**src/rtl/xgmii_link_fault.sv**
```systemverilog
// XGMII link fault signalling: detects local/remote fault sequence columns on RX and overrides TX.
// Optional fault-entry statistics counter enabled by defining LINK_FAULT_STATS_EN.
module xgmii_link_fault #(
  parameter int C_SEQ_THRESH = 4,
  parameter int C_WINDOW     = 64
) (
  input  logic        clk156,
  input  logic        reset,
  input  logic [63:0] xgmii_rxd,
  input  logic [7:0]  xgmii_rxc,
  input  logic [63:0] mac_txd,
  input  logic [7:0]  mac_txc,
  output logic [63:0] xgmii_txd,
  output logic [7:0]  xgmii_txc,
  output logic        local_fault,
  output logic        remote_fault,
  output logic        link_ok
`ifdef LINK_FAULT_STATS_EN
  ,
  output logic [15:0] fault_cnt
`endif
);

  localparam logic [1:0] S_INIT  = 2'd0;
  localparam logic [1:0] S_COUNT = 2'd1;
  localparam logic [1:0] S_FAULT = 2'd2;

  localparam int              WIN_W    = $clog2(C_WINDOW + 1);
  localparam logic [WIN_W-1:0] WIN_LAST = WIN_W'(C_WINDOW - 1);
  localparam logic [3:0]      THRESH   = 4'(C_SEQ_THRESH);

  localparam logic [63:0] TX_RF_D   = 64'h0200009C_0200009C;
  localparam logic [7:0]  TX_RF_C   = 8'h11;
  localparam logic [63:0] TX_IDLE_D = 64'h07070707_07070707;
  localparam logic [7:0]  TX_IDLE_C = 8'hFF;

  // Returns {is_sequence, is_remote} for one 32-bit column.
  function automatic logic [1:0] col_decode(input logic [31:0] d, input logic [3:0] c);
    col_decode = 2'b00;
    if (c == 4'b0001 && d[7:0] == 8'h9C && d[15:8] == 8'h00 && d[23:16] == 8'h00) begin
      if (d[31:24] == 8'h01)      col_decode = 2'b10;
      else if (d[31:24] == 8'h02) col_decode = 2'b11;
    end
  endfunction

  logic [1:0]       state_q, state_d;
  logic [2:0]       seq_cnt_q, seq_cnt_d;
  logic             last_type_q, last_type_d;
  logic [WIN_W-1:0] win_cnt_q, win_cnt_d;
  logic             local_q, local_d, remote_q, remote_d, link_ok_q;
  logic [63:0]      txd_q;
  logic [7:0]       txc_q;

  logic [1:0] col0, col1, n;
  logic       wtype;
  logic [3:0] sum;
  logic [2:0] sum_sat;
  logic       win_last;

  always_comb begin
    col0  = col_decode(xgmii_rxd[31:0],  xgmii_rxc[3:0]);
    col1  = col_decode(xgmii_rxd[63:32], xgmii_rxc[7:4]);
    n     = 2'd0;
    wtype = 1'b0;
    if (col0[1] && col1[1]) begin
      // Disagreeing columns collapse to a single column-1 sequence.
      n     = (col0[0] == col1[0]) ? 2'd2 : 2'd1;
      wtype = col1[0];
    end else if (col0[1]) begin
      n     = 2'd1;
      wtype = col0[0];
    end else if (col1[1]) begin
      n     = 2'd1;
      wtype = col1[0];
    end
    sum      = {1'b0, seq_cnt_q} + {2'b00, n};
    sum_sat  = (sum > 4'd7) ? 3'd7 : sum[2:0];
    win_last = (win_cnt_q == WIN_LAST);
  end

  always_comb begin
    state_d     = state_q;
    seq_cnt_d   = seq_cnt_q;
    last_type_d = last_type_q;
    win_cnt_d   = win_cnt_q;
    local_d     = local_q;
    remote_d    = remote_q;
    case (state_q)
      S_INIT: begin
        if (n != 2'd0) begin
          last_type_d = wtype;
          seq_cnt_d   = {1'b0, n};
          win_cnt_d   = '0;
          state_d     = S_COUNT;
        end
      end
      S_COUNT: begin
        if (n == 2'd0) begin
          if (win_last) begin
            state_d   = S_INIT;
            seq_cnt_d = 3'd0;
            win_cnt_d = '0;
          end else begin
            win_cnt_d = win_cnt_q + 1'b1;
          end
        end else if (wtype == last_type_q) begin
          seq_cnt_d = sum_sat;
          win_cnt_d = '0;
          if ({1'b0, sum_sat} >= THRESH) begin
            state_d  = S_FAULT;
            local_d  = !last_type_q;
            remote_d = last_type_q;
          end
        end else begin
          last_type_d = wtype;
          seq_cnt_d   = {1'b0, n};
          win_cnt_d   = '0;
        end
      end
      S_FAULT: begin
        if (n == 2'd0) begin
          if (win_last) begin
            state_d   = S_INIT;
            seq_cnt_d = 3'd0;
            win_cnt_d = '0;
            local_d   = 1'b0;
            remote_d  = 1'b0;
          end else begin
            win_cnt_d = win_cnt_q + 1'b1;
          end
        end else if (wtype == last_type_q) begin
          win_cnt_d = '0;
        end else begin
          state_d     = S_COUNT;
          last_type_d = wtype;
          seq_cnt_d   = {1'b0, n};
          win_cnt_d   = '0;
          local_d     = 1'b0;
          remote_d    = 1'b0;
        end
      end
      default: begin
        state_d   = S_INIT;
        seq_cnt_d = 3'd0;
        win_cnt_d = '0;
        local_d   = 1'b0;
        remote_d  = 1'b0;
      end
    endcase
  end

  always_ff @(posedge clk156) begin
    if (reset) begin
      state_q     <= S_INIT;
      seq_cnt_q   <= 3'd0;
      last_type_q <= 1'b0;
      win_cnt_q   <= '0;
      local_q     <= 1'b0;
      remote_q    <= 1'b0;
      link_ok_q   <= 1'b0;
      txd_q       <= TX_IDLE_D;
      txc_q       <= TX_IDLE_C;
    end else begin
      state_q     <= state_d;
      seq_cnt_q   <= seq_cnt_d;
      last_type_q <= last_type_d;
      win_cnt_q   <= win_cnt_d;
      local_q     <= local_d;
      remote_q    <= remote_d;
      link_ok_q   <= !(local_d | remote_d);
      // TX override follows the flags being loaded on this same edge.
      if (local_d) begin
        txd_q <= TX_RF_D;
        txc_q <= TX_RF_C;
      end else if (remote_d) begin
        txd_q <= TX_IDLE_D;
        txc_q <= TX_IDLE_C;
      end else begin
        txd_q <= mac_txd;
        txc_q <= mac_txc;
      end
    end
  end

`ifdef LINK_FAULT_STATS_EN
  logic [15:0] fault_cnt_q;
  logic        enter_fault;
  assign enter_fault = (state_q == S_COUNT) && (state_d == S_FAULT);

  always_ff @(posedge clk156) begin
    if (reset)                                     fault_cnt_q <= 16'd0;
    else if (enter_fault && fault_cnt_q != 16'hFFFF) fault_cnt_q <= fault_cnt_q + 16'd1;
  end
  assign fault_cnt = fault_cnt_q;
`endif

  assign xgmii_txd    = txd_q;
  assign xgmii_txc    = txc_q;
  assign local_fault  = local_q;
  assign remote_fault = remote_q;
  assign link_ok      = link_ok_q;

endmodule

```
**config.mk**
```make
export PLATFORM = sky130hd
export DESIGN_NAME = xgmii_link_fault
export DESIGN_NICKNAME = d
export VERILOG_FILES = /design/src/rtl/xgmii_link_fault.sv
export SDC_FILE = /design/constraint.sdc
export NUM_CORES = 1
export LEC_CHECK = 0
export CAP_MARGIN = 20
export CORE_MARGIN = 3
export CORE_UTILIZATION = 30
export DETAILED_ROUTE_END_ITERATION = 8
export HOLD_SLACK_MARGIN = 0.15
export PLACE_DENSITY = 0.78
export SLEW_MARGIN = 10
export SYNTH_ARGS = -nofsm -noshare
export SYNTH_HDL_FRONTEND = slang
export SYNTH_SLANG_ARGS = --single-unit
```
**constraint.sdc**
```tcl
create_clock -name clk156 -period 3.7 [get_ports clk156]
set_input_delay 0.555 -clock clk156 [delete_from_list [all_inputs] [get_ports clk156]]
set_output_delay 0.555 -clock clk156 [all_outputs]
set_load 0.01 [all_outputs]
```
* After elaboration in Yosys (flattened, before gate mapping)
Index checks and enable logic that the tools add are counted.
** Storage, ports and cells
- Register bits after elaboration :: 88
- Input port bits :: 146
- Output and inout bits :: 75
- Word-level logic and storage cells :: 112
** Cells by class
- Add/subtract/negate cells :: 2
- Magnitude comparators :: 2
- Equality and inequality tests :: 19
- Multiplexer cells :: 55
- Bitwise logic cells :: 1
- Reductions and logical operators :: 22
** Operators with widths (number)
- $mux W59 :: 2
- $logic_not A8 Y1 :: 4
- $mux W2 :: 15
- $mux W3 :: 7
- $mux W7 :: 3
- $mux W1 :: 20
- $eq A8 B1 Y1 const B :: 2
- $eq A8 B2 Y1 const B :: 2
- $eq A8 B8 Y1 const B :: 2
- $mux W8 :: 2
- $pmux W7 S2 :: 1
- $ne A3 B3 Y1 const B :: 3
- $pmux W3 S3 :: 1
- $eq A4 B1 Y1 const B :: 2
- $reduce_and A4 Y1 :: 2
- $add A7 B1 Y7 const B :: 1
- $eq A7 B6 Y1 const B :: 1
- $logic_and A1 B1 Y1 :: 7
- $ne A2 B2 Y1 const B :: 3
- $pmux W1 S3 :: 2
- $pmux W2 S3 :: 1
- $add A3 B2 Y4 :: 1
- $gt A4 B3 Y1 const B :: 1
- $logic_not A2 Y1 :: 2
- other kinds (11) :: 14

* Logic depth before layout (Yosys ltp)
- Word-level depth :: 18
- Mapped depth :: 16
- Depth with buffers taken out :: 14

* Worst setup path after synthesis
OpenSTA, ideal clock, no wires.
- Kind :: input to register
- Start :: input port xgmii_rxd[24]
- End :: register txd_q[44], in the netlist xgmii_txd[44]
- Library setup time :: 0.113 ns
- Arrival time :: 3.824 ns
- Data required time :: 3.587 ns
- Path slack :: -0.237 ns
- Cell stages on the path :: 16
- Path buffers :: 2
- Path through :: nand2b_1 -> or3b_4 -> a2111oi_4 -> and2_1 -> clkbuf_1 -> nor2_1 -> ha_1 -> ha_1 -> nand2_1 -> a31oi_1 -> o22a_1 -> or4b_1 -> a21o_1 -> and4_4 -> buf_6 -> and2_4
** On the way
- Cells in the longest elaborated chain, start to end :: 16
- Elaborated cells between the ends (all ways) :: 31
- Those cells by class :: add/sub: 1; order compare: 2; eq/ne: 4; mux: 21; reduce/logical: 3
** Ends and longest elaborated chain
- start: declaration :: line 9 : input logic [63:0] xgmii_rxd,
- $eq A8 B2 Y1 :: line 42 : else if (d[31:24] == 8'h02) col_decode = 2'b11;
- $mux W2 :: line 42
- $mux W2 * :: line 41 : if (d[31:24] == 8'h01) col_decode = 2'b10;
- $mux W2 * :: line 40 : if (c == 4'b0001 && d[7:0] == 8'h9C && d[15:8] == 8'h00 && d[23:16] == 8'h00) begin
- $eq A1 B1 Y1 :: line 67 : n = (col0[0] == col1[0]) ? 2'd2 : 2'd1;
- $mux W2 :: line 67
- $mux W2 :: line 65 : if (col0[1] && col1[1]) begin
- $add A3 B2 Y4 :: line 76 : sum = {1'b0, seq_cnt_q} + {2'b00, n};
- $gt A4 B3 Y1 :: line 77 : sum_sat = (sum > 4'd7) ? 3'd7 : sum[2:0];
- $mux W3 :: line 77
- $ge A3 B3 Y1 :: line 109 : if ({1'b0, sum_sat} >= THRESH) begin
- $mux W1 :: line 109
- $mux W1 :: line 106 : end else if (wtype == last_type_q) begin
- $mux W1 :: line 98 : if (n == 2'd0) begin
- $pmux W1 S3 :: line 88 : case (state_q)
- $reduce_or A3 Y1 (no source line) *
- end signal: assignment :: line 179 : txd_q <= mac_txd;
- end: declaration :: line 51 : logic [63:0] txd_q;
Mark *: on every way between the ends. The rest lies on a longest branch, timed or not.
A chain may end at the register's enable or synchronous reset.

* Worst setup path in the final report
- Start :: input port xgmii_rxd[57]
- End :: register txd_q[42], in the netlist xgmii_txd[42]
** On the way
- Cells in the longest elaborated chain, start to end :: 17
- Elaborated cells between the ends (all ways) :: 34
- Those cells by class :: add/sub: 1; order compare: 2; eq/ne: 4; mux: 25; reduce/logical: 2
** Ends and longest elaborated chain
- $eq A8 B2 Y1 :: line 42
- $mux W2 :: line 42
- $mux W2 * :: line 41
- $mux W2 * :: line 40
- $mux W1 or $eq A1 B1 Y1 (tied branches) :: line 72, 67
- $mux W1 or $mux W2 (tied branches) :: line 69, 67
- $mux W2 :: line 65
- $add A3 B2 Y4 :: line 76
- $gt A4 B3 Y1 :: line 77
- $mux W3 :: line 77
- $ge A3 B3 Y1 :: line 109
- $mux W1 :: line 109
- $mux W1 :: line 106
- $mux W1 :: line 98
- $pmux W1 S3 :: line 88
- $mux W59 :: line 175 : end else if (remote_d) begin
- $mux W59 * :: line 172 : if (local_d) begin
Marked as above.

==> impl_metrics.ini <==
[outcome]
outcome = complete, but fails checks
violations = setup timing

[routing]
post_drt_wl_per_cell_um = 17.1
vias = 3692
post-route-drc-count = 0
vias_per_cell = 4.82
antenna_left = 0
routed_wl_mm = 13.1
drt_iter0_drc = 163
drt_pre_antenna_iters = 4

[sta]
hold_viol = 0
finalSetupViolations = 20
finalCritPeriodShare_pct = 101
rsz0062_at_grt = yes
slew_viol_final = 0
worst_hold_slack_ns = 0.467
layout_min_cycle_time_ns = 3.73
final.setup_skew_ns = 0.00735
worst_pin_slew_ns = 0.640
worst_slack_ns = -0.0268
max_slew_margin_pct = 57.0
max_freq_mhz = 268

[global_routing]
grt_pass1_vias = 3874
grt_pass1_wl_mm = 19.7
grt_usage_pct = 18.9
antenna_found_initial = 0
grt_max_degree = 34
overflow = 0

[power]
worst_ir_drop_vdd_mv = 0.317
powerDensity_nw_per_um2 = 335
p_leak_nw = 2.99

[min_path]
hold_class = register to register
hold_depth = 2
hp-start = win_cnt_q[1]$_SDFFE_PP0P_
hold_end = win_cnt_q[1]$_SDFFE_PP0P_

[cts]
clk_latency_ns = 0.33
clk_path_buf_depth = 2
cts_sinks = 88
clkTransAtPathRegs_ns = 0.06
cts_buffers = 9
hold_buffers = 0
cts_tree = yes
root_buffer = clkbuf_16
htree_num_levels = 3

[layout]
nFillCells = 888
drive_gt1_share_pct = 26.7
fin_nets = 774
syn_to_final_growth_pct = 99.3
fin_area_um2 = 7020
n_antenna_cell = 0
final_util_pct = 62.8

[yosys]
synth_cells = 353
yosysUniqueCellTypes = 54
synth_top_family_by_area = simple AND/OR/NAND/NOR gates
synthFlopType = dfxtp_1
synth_xor_xnor_area_share_pct = 1.74
syn-num-nets = 506
synth-compound-area-share_pct = 15.2
synth_fa_ha_area_share_pct = 2.77
synth-simple-area-share_pct = 24.5
yosysSeqAreaShare_pct = 50.0
async_flop_share_pct = 0
syn-mean-instance-area_um2 = 9.98
synth_seq_cells = 88
synth.cell_area_um2 = 3520
synthMuxAreaShare_pct = 1.14
yosysWarnings = 0
synth_edf_count = 0

[critical_path]
reg2regPathDepth = 13
rrSetupSlack_ns = 1.05
max_stage_delay_ns = 0.56
crit_path_end_kind = register
critPathArrivalTime_ns = 4.00
timing.critical_path.slowest_stage_cell = or4bb_4
worst-path-buf-inv = 4
critPathMostFrequentCell = ha_4
rr_endpoint = xgmii_txd[42]$_SDFF_PP1_
reg2reg_from = seq_cnt_q[1]$_SDFFE_PP0P_
path_delay_family = simple AND/OR/NAND/NOR gates
crit_chain = clkdlybuf4s15_1 -> or4bb_4 -> a2111oi_4 -> and2_4 -> nor2_4 -> ha_4 -> ha_4 -> nand2_4 -> a31oi_4 -> o22a_4 -> buf_6 -> nor4_4 -> mux2i_2 -> buf_4 -> a21o_4 -> clkbuf_16 -> o21a_1
crit_cells = 17
critical_path_class = input pin to register
cp.required_ns = 3.97
crit_path_max_fanout = 16
start_kind = input pin

[job]
cap_violations = 0

[floorplanning]
start_util_pct = 31.5
dieArea_um2 = 13100
pin_count = 221
core_um2 = 11200
row_count = 38
die_height_um = 114
die_w_um = 114

[place]
post-place-ws_ns = -0.644
port-buffer-count = 220
hpwl_mm = 8.56
dpl_cell_area_um2 = 6020
gp_congestion = 0.871
## area by class of cell
cell class                      count  area, µm²  area share, %
Inverter                           16       60.1          0.856
Multi-Input combinational cell    237       2030           28.9
Clock buffer                       11        253           3.60
Sequential cell                    88       1760           25.1
Clock inverter                      5       78.8           1.12
Timing Repair Buffer              269       2660           37.9
Tap cell                          140        175           2.50
## worst min-delay path: stages, from the launching register on
cell,delay [ns]
dfxtp_1,0.32
nand2_1,0.05
a21oi_1,0.05
## synth_stat cells (4+ instances only)
master,count,area (µm²)
o21a_1,26,195
and2_1,13,81.3
nor3_1,7,35.0
ha_1,7,87.6
buf_2,4,20.0
a21oi_1,15,75.1
nand3_1,4,20.0
nand2_1,18,67.6
clkbuf_1,10,37.5
dfxtp_1,88,1760
xor2_1,5,43.8
buf_6,4,45.0
nor2_1,20,75.1
nand2b_1,8,50.1
inv_1,16,60.1
nor4_1,8,50.1
nor4b_1,10,87.6
mux2i_1,4,40.0
a21o_1,4,30.0
and2_4,24,210
o21ai_0,13,65.1
## what timing repair did
action	4_1_cts	5_1_grt
gates resized for setup	115	72
pin swaps	22	35
setup endpoints to repair	74	76
gates cloned	6	5
setup buffers	13	7
## flip-flops by register name, summed over array words and instances, names as in the netlist
signal,count
last_type_q,1
link_ok,1
local_fault,1
remote_fault,1
seq_cnt_q,3
state_q,2
win_cnt_q,7
xgmii_txc,8
xgmii_txd,64
## worst max-delay path by stage
stage / slack [ns] / startpoint / end
after global routing: -0.15 / xgmii_rxd[57] / xgmii_txd[42]$_SDFF_PP1_
after CTS: 0.006 / xgmii_rxd[56] / xgmii_txd[46]$_SDFF_PP0_
after global placement: -0.52 / xgmii_rxd[5] / xgmii_txd[12]$_SDFF_PP0_
after floorplan: -0.11 / xgmii_rxd[25] / xgmii_txd[44]$_SDFF_PP0_
final: -0.03 / xgmii_rxd[57] / xgmii_txd[42]$_SDFF_PP1_
after detailed placement: -0.64 / xgmii_rxd[5] / xgmii_txd[12]$_SDFF_PP0_
## per-stage QoR
step	total power, mW	setup TNS (ns)	instances
after floorplan	1.11	-5.76	353
after global placement	1.35	-35.47	719
after detailed placement	1.36	-44.73	719
after CTS	2.36	0	754
after global routing	2.44	-7.66	766
final	2.35	-0.212	766
## power by group
group / switching (mW) / total (mW) / internal (mW) / leakage [nW]
Combinational: 0.116 / 0.361 / 0.245 / 2.09
Clock: 0.360 / 0.987 / 0.627 / 0.165
Sequential: 0.0111 / 1.00 / 0.990 / 0.730
Total: 0.487 / 2.35 / 1.86 / 2.99
## cells by family after synthesis
family / count (synthesis)
AND/OR/NAND/NOR: 135
XOR/XNOR: 7
flip-flops: 88
buffers and inverters: 34
adder cells (fa/ha/maj): 8
multiplexers: 4
AO/OA/AOI/OAI: 77
## per-layer routing
layer  vias up  track usage, %  part of all wire, %
met1      1730            20.8                   36
li1       1780               -                    -
met4         0            5.07                  2.0
met2       151            35.3                   55
met3        31            5.60                  6.9
met5         -               0                    0
## placed cells by master (no fill, tap or decap), drive strengths merged, types with 3 or more instances in the layout
master	instances
and4	8
nand2b	8
a21o	4
nor2	20
nor4b	10
dfxtp	88
dlygate4sd2	42
nand3	4
or2	4
dlymetal6s2s	6
a21oi	15
and2	37
nor4	9
clkbuf	25
ha	7
a31o	3
nand4	3
clkdlybuf4s50	154
nor3	7
o21a	26
buf	50
xor2	5
o21ai	14
inv	16
mux2i	4
nand2	18
clkinv	3
and3	3
No activity file was read; power rests on OpenSTA's default activity.
